==> src/rtl/cpu_run_ctrl.sv <==
// Run sequencer for the single-cycle MIPS core: streams the program
// image into imem, holds the core in reset, runs it and reports status.
//
// Ports:
//   clk, reset (async, active-low)   clock and controller reset
//   start                            begin a run (honoured in IDLE/DONE)
//   ld_valid/ld_data/ld_last         image stream in, ld_ready back
//   imem_we/imem_addr/imem_wdata     imem write port
//   cpu_reset                        active-high reset to the core
//   cpu_instr/cpu_v0/chk_fail        core observation for run end
//   cycle_cnt/done/status            run result (status held in DONE)
module cpu_run_ctrl #(
    parameter int unsigned IMEM_AW    = 10,
    parameter int unsigned RST_CYCLES = 1,
    parameter int unsigned TIMEOUT    = 100000
) (
    input  logic               clk,
    input  logic               reset,
    input  logic               start,
    input  logic               ld_valid,
    input  logic [31:0]        ld_data,
    input  logic               ld_last,
    output logic               ld_ready,
    output logic               imem_we,
    output logic [IMEM_AW-1:0] imem_addr,
    output logic [31:0]        imem_wdata,
    output logic               cpu_reset,
    input  logic [31:0]        cpu_instr,
    input  logic [31:0]        cpu_v0,
    input  logic               chk_fail,
    output logic [31:0]        cycle_cnt,
    output logic               done,
    output logic [1:0]         status
);

    localparam int unsigned HW = (RST_CYCLES > 1) ? $clog2(RST_CYCLES) : 1;
    localparam logic [HW-1:0] HOLD_LAST = HW'(RST_CYCLES - 1);
    localparam logic [31:0]   TO_LAST   = 32'(TIMEOUT - 1);

    localparam logic [1:0] ST_NONE = 2'b00;
    localparam logic [1:0] ST_PASS = 2'b01;
    localparam logic [1:0] ST_FAIL = 2'b10;
    localparam logic [1:0] ST_TMO  = 2'b11;

    typedef enum logic [2:0] {
        S_IDLE,
        S_LOAD,
        S_HOLD,
        S_RUN,
        S_DONE
    } state_t;

    state_t             state_q;
    logic [IMEM_AW-1:0] addr_q;
    logic [31:0]        cycle_q;
    logic [31:0]        cycle_d;
    logic [HW-1:0]      hold_q;
    logic               done_q;
    logic [1:0]         status_q;
    logic               cpu_reset_q;

    logic xfer;
    logic addr_top;
    logic exit_hit;
    logic tmo_hit;

    assign ld_ready   = (state_q == S_LOAD);
    assign xfer       = ld_valid & ld_ready;
    assign imem_we    = xfer;
    assign imem_addr  = addr_q;
    assign imem_wdata = ld_data;
    assign cpu_reset  = cpu_reset_q;
    assign cycle_cnt  = cycle_q;
    assign done       = done_q;
    assign status     = status_q;

    assign addr_top = &addr_q;
    assign exit_hit = (cpu_instr == 32'h0000_000c) && (cpu_v0 == 32'h0000_000a);
    // cycle_q still holds the pre-increment count, so TIMEOUT-1 here means
    // the terminating cycle is the TIMEOUT-th one.
    assign tmo_hit  = (cycle_q == TO_LAST);
    assign cycle_d  = (&cycle_q) ? cycle_q : cycle_q + 32'd1;

    always_ff @(posedge clk or negedge reset) begin
        if (!reset) begin
            state_q     <= S_IDLE;
            addr_q      <= '0;
            cycle_q     <= '0;
            hold_q      <= '0;
            done_q      <= 1'b0;
            status_q    <= ST_NONE;
            cpu_reset_q <= 1'b1;
        end else begin
            case (state_q)
                S_IDLE, S_DONE: begin
                    if (start) begin
                        state_q  <= S_LOAD;
                        addr_q   <= '0;
                        cycle_q  <= '0;
                        status_q <= ST_NONE;
                        done_q   <= 1'b0;
                    end
                end
                S_LOAD: begin
                    if (xfer) begin
                        if (ld_last) begin
                            state_q <= S_HOLD;
                            hold_q  <= '0;
                        end else if (addr_top) begin
                            // image larger than imem
                            state_q  <= S_DONE;
                            status_q <= ST_FAIL;
                            done_q   <= 1'b1;
                        end
                        // address sticks at the top instead of wrapping
                        if (!addr_top) begin
                            addr_q <= addr_q + IMEM_AW'(1);
                        end
                    end
                end
                S_HOLD: begin
                    if (hold_q == HOLD_LAST) begin
                        state_q     <= S_RUN;
                        cpu_reset_q <= 1'b0;
                    end else begin
                        hold_q <= hold_q + HW'(1);
                    end
                end
                S_RUN: begin
                    cycle_q <= cycle_d;
                    if (chk_fail || exit_hit || tmo_hit) begin
                        state_q     <= S_DONE;
                        done_q      <= 1'b1;
                        cpu_reset_q <= 1'b1;
                        if (chk_fail) begin
                            status_q <= ST_FAIL;
                        end else if (exit_hit) begin
                            status_q <= ST_PASS;
                        end else begin
                            status_q <= ST_TMO;
                        end
                    end
                end
                default: begin
                    state_q     <= S_IDLE;
                    cpu_reset_q <= 1'b1;
                    done_q      <= 1'b0;
                end
            endcase
        end
    end

endmodule
==> config.mk <==
export PLATFORM = sky130hd
export DESIGN_NAME = cpu_run_ctrl
export DESIGN_NICKNAME = d
export VERILOG_FILES = /design/src/rtl/cpu_run_ctrl.sv
export SDC_FILE = /design/constraint.sdc
export NUM_CORES = 1
export LEC_CHECK = 0
export CORE_MARGIN = 2
export CORE_UTILIZATION = 39
export CTS_CLUSTER_SIZE = 28
export DETAILED_ROUTE_END_ITERATION = 6
export PLACE_DENSITY_LB_ADDON = 0.1
export RECOVER_POWER = 100
export SLEW_MARGIN = 10
export SYNTH_ARGS = -nofsm -noshare
export SYNTH_HDL_FRONTEND = slang
export SYNTH_SLANG_ARGS = --single-unit
==> constraint.sdc <==
create_clock -name clk -period 2.4 [get_ports clk]
set_input_delay 0.48 -clock clk [delete_from_list [all_inputs] [get_ports clk]]
set_output_delay 0.48 -clock clk [all_outputs]
set_load 0.1 [all_outputs]
==> results of run 1 <==
## registers in the layout, indices dropped and copies added (netlist names)
signal	flops
cycle_cnt	32
imem_addr	10
done	1
cpu_reset	1
status	2
state_q	3
## kinds of logic (layout without fill, tap and decap cells)
family / after synthesis / in the layout / share of synthesized area
compound gates: 36 / 36 / 0.0821
mux: 2 / 2 / 0.00671
fa+ha+maj: 2 / 2 / 0.00789
simple gates: 194 / 194 / 0.338
flops: 49 / 49 / 0.387
buf+inv: 48 / 143 / 0.0982
xor+xnor: 29 / 29 / 0.0801
## per-layer routing
| layer | routed length, um | track usage |
|---|---|---|
| met4 | 65 | 0.0592 |
| met2 | 4320 | 0.330 |
| met5 | 0 | 0 |
| met1 | 4230 | 0.299 |
| met3 | 521 | 0.0393 |
## layout make-up
type	count	area (um2)
Tap cell	102	128
Fill cell	776	3600
Clock buffer	5	68.8
Clock inverter	3	65.1
Sequential cell	49	1240
Inverter	5	18.8
Multi-Input combinational cell	263	1650
Timing Repair Buffer	130	1030
## timing repair
item	CTS	global route
gates resized for setup	1	4
hold endpoints to repair	0	0
setup endpoints to repair	1	3
## layout by cell type, fill, tap and decap left out, types with 6 or more instances in the layout
cell / instances
a21oi_1: 6
and3_1: 6
buf_4: 9
clkbuf_1: 9
clkbuf_2: 40
clkdlybuf4s50_1: 68
dfrtp_1: 34
dfrtp_2: 14
nand2_1: 28
nand3_1: 27
nand4_1: 25
nor2_1: 46
nor3_1: 8
nor4_1: 14
o21ai_0: 6
xnor2_1: 6
xor2_1: 23
## path summary, 6_finish.rpt
| kind | from | cells after the start | endpoint | slack, ns |
|---|---|---|---|---|
| max | cpu_instr[0] | 7 | status[1] | 0.08 |
| min | reset | 1 | status[0] | 0.39 |
| max reg2reg | imem_addr[0] | 6 | status[1] | 0.17 |
| min reg2reg | status[1] | 1 | status[1] | 0.49 |
| max in group asynchronous | reset | 2 | cycle_cnt[17] | 0.64 |
| min in group clk | status[1] | 1 | status[1] | 0.49 |
## power by group through the flow
stage / registers (mW) / logic [mW] / clock network (mW)
CTS: 1.03 / 1.62 / 0.715
floorplan: 1.50 / 0.933 / 0
detailed placement: 1.05 / 1.62 / 0
global placement: 1.05 / 1.61 / 0
finish: 1.03 / 1.52 / 0.702
global route: 1.04 / 1.61 / 0.758
## through the flow
stage                     hold slack, ns  area [um2]   util  std cells
final                              0.388        4210  0.539        557
after global routing               0.494        4210  0.539        557
after CTS                          0.151        4370  0.559        557
after detailed placement           0.476        4230  0.541        549
after global placement             0.478        4230  0.541        549
after floorplan                    0.184        3210      -        360
## critical path, delay by kind of cell
kind,cells,cell delay (ns)
AND/OR/NAND/NOR,4,0.98
buffers and inverters,1,0.44
multiplexers,1,0.34
AO/OA/AOI/OAI,1,0.27
==> metrics.md, run 1 <==
| Metric | Value |
|---|---|
| Post-Syn Area | 0.00317 mm2 |
| Post-route setup TNS | 0 ns |
| Tcrit/Tclk final | 0.966 |
| Slew Viols, Final | 0 |
| DRC | 0 |
| Die W | 94.2 um |
| Worst setup margin | 0.0825 ns |
| CTS Sinks | 49 |
| Core Region | 0.00781 mm2 |
| Hold Buf Count CTS | 0 |
| Clock Tree Root | clkbuf_8 |
| Setup Skew | 0.00893 ns |
| Final Hold Fails | 0 |
| Total power | 3.25 mW |
| DIE AREA | 0.00887 mm2 |
| Sw frac | 0.454 |
| Die Y | 94.2 um |
| Antenna cell count | 0 |
| Pwr per Cell Area | 771 mW/mm2 |
| Number of H-tree levels | 2 |
| Post-CTS Repair Setup Buffers | 0 |
| Avg WL per Cell | 16.4 um |
| Fin crit period | 2.32 ns |
| Vias in the first global route | 2871 |
| CP Class | in -> reg |
| Logic pwr share | 0.468 |
| Cell variety after synth | 53 |
| Sequential Power Share | 0.316 |
| GR Util All Layers | 0.211 |
| First-pass GRT wire length | 14800 um |
| Top cell type's share of synthesized area | 0.379 |
| Worst-Margin Slew | 1.19 ns |
| Flops & latches, synth | 49 |
| Worst-case clock buffer depth | 2 |
| Number of flops mapped to enable cells by yosys | 0 |
| Worst setup SP type | input pin |
| Area grow syn2layout | 32.8% |
| Initial Util | 0.406 |
| Post-route ant nets | 0 |
| Antenna violations before repair | 0 |
| Layout cells sized above 1 | 0.191 |
| Post-synth top cells | dfrtp_1 (48), nor2_1 (46), buf_4 (32), nand2_1 (28), nand3_1 (27) |
| Vias/cell | 5.46 |
| Primary FF master, synth | dfrtp_1 |
| Pre-CTS setup slack | -0.348 ns |
| Worst vdd ir | 0.000329 V |
| Post-synth top area cell | dfrtp_1 |
| Synth warnings | 0 |
| Synthesized area per cell | 8.81 um2 |
| Crit path max-delay cell type | clkdlybuf4s50_1 |
| Sequence of cells on the critical path | clkdlybuf4s50_1 -> nor4bb_1 -> nand4_1 -> nor4_4 -> nor4_2 -> a211oi_2 -> mux2_1 |
| Worst Path Arrival | 2.50 ns |
| Clk_lat worst skew | 0.30 ns |
| Worst setup EP type | flop |
| Num CTS Buffers | 5 |
| Reg clk slew, reported paths | 0.09 ns |
| Hold/Removal Path Class | in -> async |
| CP Max Fanout | 4 |
| Pin count of the biggest net entering global routing | 30 |
| Hpwl dp | 7040 um |
| Leak Pwr | 1.80 nW |
| F_max | 432 MHz |
| Final Wtd Congestion | 0.939 |
| Syn nets | 464 |
| Internal | 1.77 mW |
| GRT overflow | 0 |
| Net count, final | 558 |
| Biggest cell delay along the critical path | 0.44 ns |
| Final Setup Violations | 0 |
| Sequential area share after synthesis | 0.387 |
| Main area contributors after synthesis | dfrtp_1 (38%), buf_4 (7.6%), xor2_1 (6.4%), nor2_1 (5.4%), nand4_1 (4.9%) |
| First drt pass iteration count | 5 |
| Max-cap violations | 0 |
| TritonCTS clock tree | yes |
| Ports | 182 |
| Post-synthesis cell count | 360 |
| Clock power share | 0.216 |
| Post-synth ARST share | 1.00 |
| Slew Limit Headroom | 0.212 |
| Critical Path RT | 2.59 ns |
| PortBufs | 117 |
| Status | completed |
| Via Count | 3041 |
| Most numerous cell in the Yosys netlist | dfrtp_1 |
| Total wire length | 9150 um |
| FP Rows | 32 |
| First DRT Iteration DRCs | 170 |
| NetSw | 1.47 mW |
(Power assumes the default switching activity.)
==> inputs of run 2 (changes only) <==
==> constraint.sdc (replaced) <==
create_clock -name clk -period 2.4 [get_ports clk]
set_input_delay 0.48 -clock clk [delete_from_list [all_inputs] [get_ports clk]]
set_output_delay 0.48 -clock clk [all_outputs]
set_load 0.05 [all_outputs]
==> metrics.md, run 2 (synthesis results as in run 1) <==
| Metric | Value |
|---|---|
| Ports | 182 (unchanged) |
| GR Util All Layers | 0.212 (+0.000474) |
| Tcrit/Tclk final | 0.968 (+0.00198) |
| Pin count of the biggest net entering global routing | 29 (-3.3%) |
| Most frequent cells in the layout | clkdlybuf4s50_1 (68), dfrtp_1 (48), nor2_1 (46), dlygate4sd3_1 (46), nand2_1 (28) |
| Antenna cell count | 0 (unchanged) |
| Pwr per Cell Area | 660 mW/mm2 (-14%) |
| Number of H-tree levels | 2 (unchanged) |
| Leak Pwr | 1.91 nW (+6.2%) |
| Worst r2r path cells | 6 (unchanged) |
| Via Count | 3005 (-1.2%) |
| Worst-Margin Slew | 1.18 ns (-0.0108 ns) |
| Slew Limit Headroom | 0.216 (+0.00381) |
| PortBufs | 117 (unchanged) |
| First drt pass iteration count | 4 (-1) |
| Max-cap violations | 0 (unchanged) |
| Worst-case clock buffer depth | 2 (unchanged) |
| Max FFs per register | 32 (unchanged) |
| Fin crit period | 2.32 ns (+0.00475 ns) |
| Post-route ant nets | 0 (unchanged) |
| Hold/Removal Path Class | in -> async |
| Final Wtd Congestion | 0.860 (-8.3%) |
| Crit path to | status[1] |
| Slew Viols, Final | 0 (unchanged) |
| DIE AREA | 0.00887 mm2 (unchanged) |
| Leading cell type in the layout, fill and taps excluded | clkdlybuf4s50_1 |
| Setup Skew | 0.0162 ns (+0.00728 ns) |
| Hpwl dp | 7120 um (+1.2%) |
| CTS Sinks | 49 (unchanged) |
| Vias/cell | 5.41 (-0.83%) |
| Vias in the first global route | 3019 (+5.2%) |
| Core Region | 0.00781 mm2 (unchanged) |
| Final Hold Fails | 0 (unchanged) |
| Post-route setup TNS | 0 ns (unchanged) |
| Layout cells sized above 1 | 0.0618 (-0.129) |
| Post-DP Area | 0.00429 mm2 (+1.5%) |
| Worst setup SP type | input pin |
| Critical Path RT | 2.59 ns (about the same) |
| Setup slack, reg-to-reg | 0.23 ns (+0.06 ns) |
| Unrepaired setup endpoints after global routing | false |
| Reg2reg end | status[1] |
| TritonCTS clock tree | yes |
| Status | completed |
| Avg WL per Cell | 16.3 um (-0.88%) |
| Die Y | 94.2 um (unchanged) |
| Placed insts | 547 (-0.36%) |
| Worst vdd ir | 0.000291 V (-11%) |
| GRT overflow | 0 (unchanged) |
| CP Class | in -> reg |
| Reg-to-Reg Start | imem_addr[0] |
| Finished Layout Cells | 555 (-0.36%) |
| Initial Util | 0.406 (unchanged) |
| Worst Path Arrival | 2.51 ns (about the same) |
| Origin of the worst setup path | cpu_instr[8] |
| Net count, final | 556 (-0.36%) |
| CP Max Fanout | 4 (unchanged) |
| Clock Tree Root | clkbuf_8 |
| Num CTS Buffers | 5 (unchanged) |
| Pre-CTS setup slack | -0.287 ns (+0.0609 ns) |
| First DRT Iteration DRCs | 158 (-7.1%) |
| DRC | 0 (unchanged) |
| First-pass GRT wire length | 15000 um (+1.9%) |
| Final Setup Violations | 0 (unchanged) |
| WHS | 0.381 ns (-0.00705 ns) |
| Final instance area | 0.00438 mm2 (+3.9%) |
| F_max | 431 MHz (-0.20%) |
| Hold Buf Count CTS | 0 (unchanged) |
| Antenna violations before repair | 0 (unchanged) |
| Fillers | 731 (-5.8%) |
| Clk_lat worst skew | 0.31 ns (about the same) |
| Die W | 94.2 um (unchanged) |
| Total wire length | 9030 um (-1.2%) |
| FP Rows | 32 (unchanged) |
| Worst setup EP type | flop |
| Reg clk slew, reported paths | 0.11 ns (+0.02 ns) |
| Area grow syn2layout | 37.9% |
| Worst setup margin | 0.0778 ns (-0.00475 ns) |
run 2: changes by cell type in the layout (fill, tap and decap cells not counted), sizes merged:
cell	change
bufinv	-1
clkinvlp	+1
dlygate4sd3	+46
clkbuf	-44
buf	-4
run 2: where the power goes:
part / switching [mW] / total (mW) / internal, mW / leakage (nW)
sequential: 0.103 / 1.02 / 0.919 / 0.670
clock: 0.298 / 0.610 / 0.312 / 0.0543
combinational: 0.766 / 1.25 / 0.488 / 1.19
total: 1.17 / 2.89 / 1.72 / 1.91
run 2: metrics by stage:
stage	power (mW)	utilization
CTS	2.96	0.564
detailed placement	2.35	0.549
global route	3.06	0.560
finish	2.89	0.560
global placement	2.33	0.549
floorplan	1.99	-
run 2: what timing repair did:
item                                   in CTS  in global routing
buffers inserted                            0                  0
resized for setup                           0                  3
setup endpoints to repair                   0                  2
endpoints found under the hold margin       0                  0
run 2: routing by layer:
layer / share of wire / vias up / routed length [um] / track usage
li1: - / 1459 / - / -
met1: 0.46 / 1448 / 4190 / 0.292
met3: 0.043 / 16 / 390 / 0.0361
met5: 0 / - / 0 / 0
met2: 0.49 / 82 / 4380 / 0.348
met4: 0.0080 / 0 / 72 / 0.0483
run 2: critical path: stages:
cell and delay (ns):
clkdlybuf4s50_1 0.40, nor4b_1 0.36, nand4_1 0.20, nor4_4 0.35, nor4_2 0.10, a211oi_2 0.26
mux2_1 0.35
run 2: worst min-delay path by stage:
stage / start / end / slack, ns / cells past startpoint
after detailed placement: reset / imem_addr[0] / 0.49 / 1
after floorplan: reset / cycle_cnt[0] / 0.18 / 0
after global placement: status[1] / status[1] / 0.47 / 1
final: reset / imem_addr[9] / 0.38 / 1
after global routing: reset / imem_addr[0] / 0.52 / 1
after CTS: reset / imem_addr[8] / 0.16 / 1
run 2: area by class of cell:
cell class	count	area (um2)	share of cell area
Tap cell	102	128	0.0292
Multi-Input combinational cell	263	1630	0.373
Timing Repair Buffer	128	1250	0.287
Sequential cell	49	1230	0.281
Inverter	5	18.8	0.00429
Clock inverter	3	46.3	0.0106
Clock buffer	5	68.8	0.0157
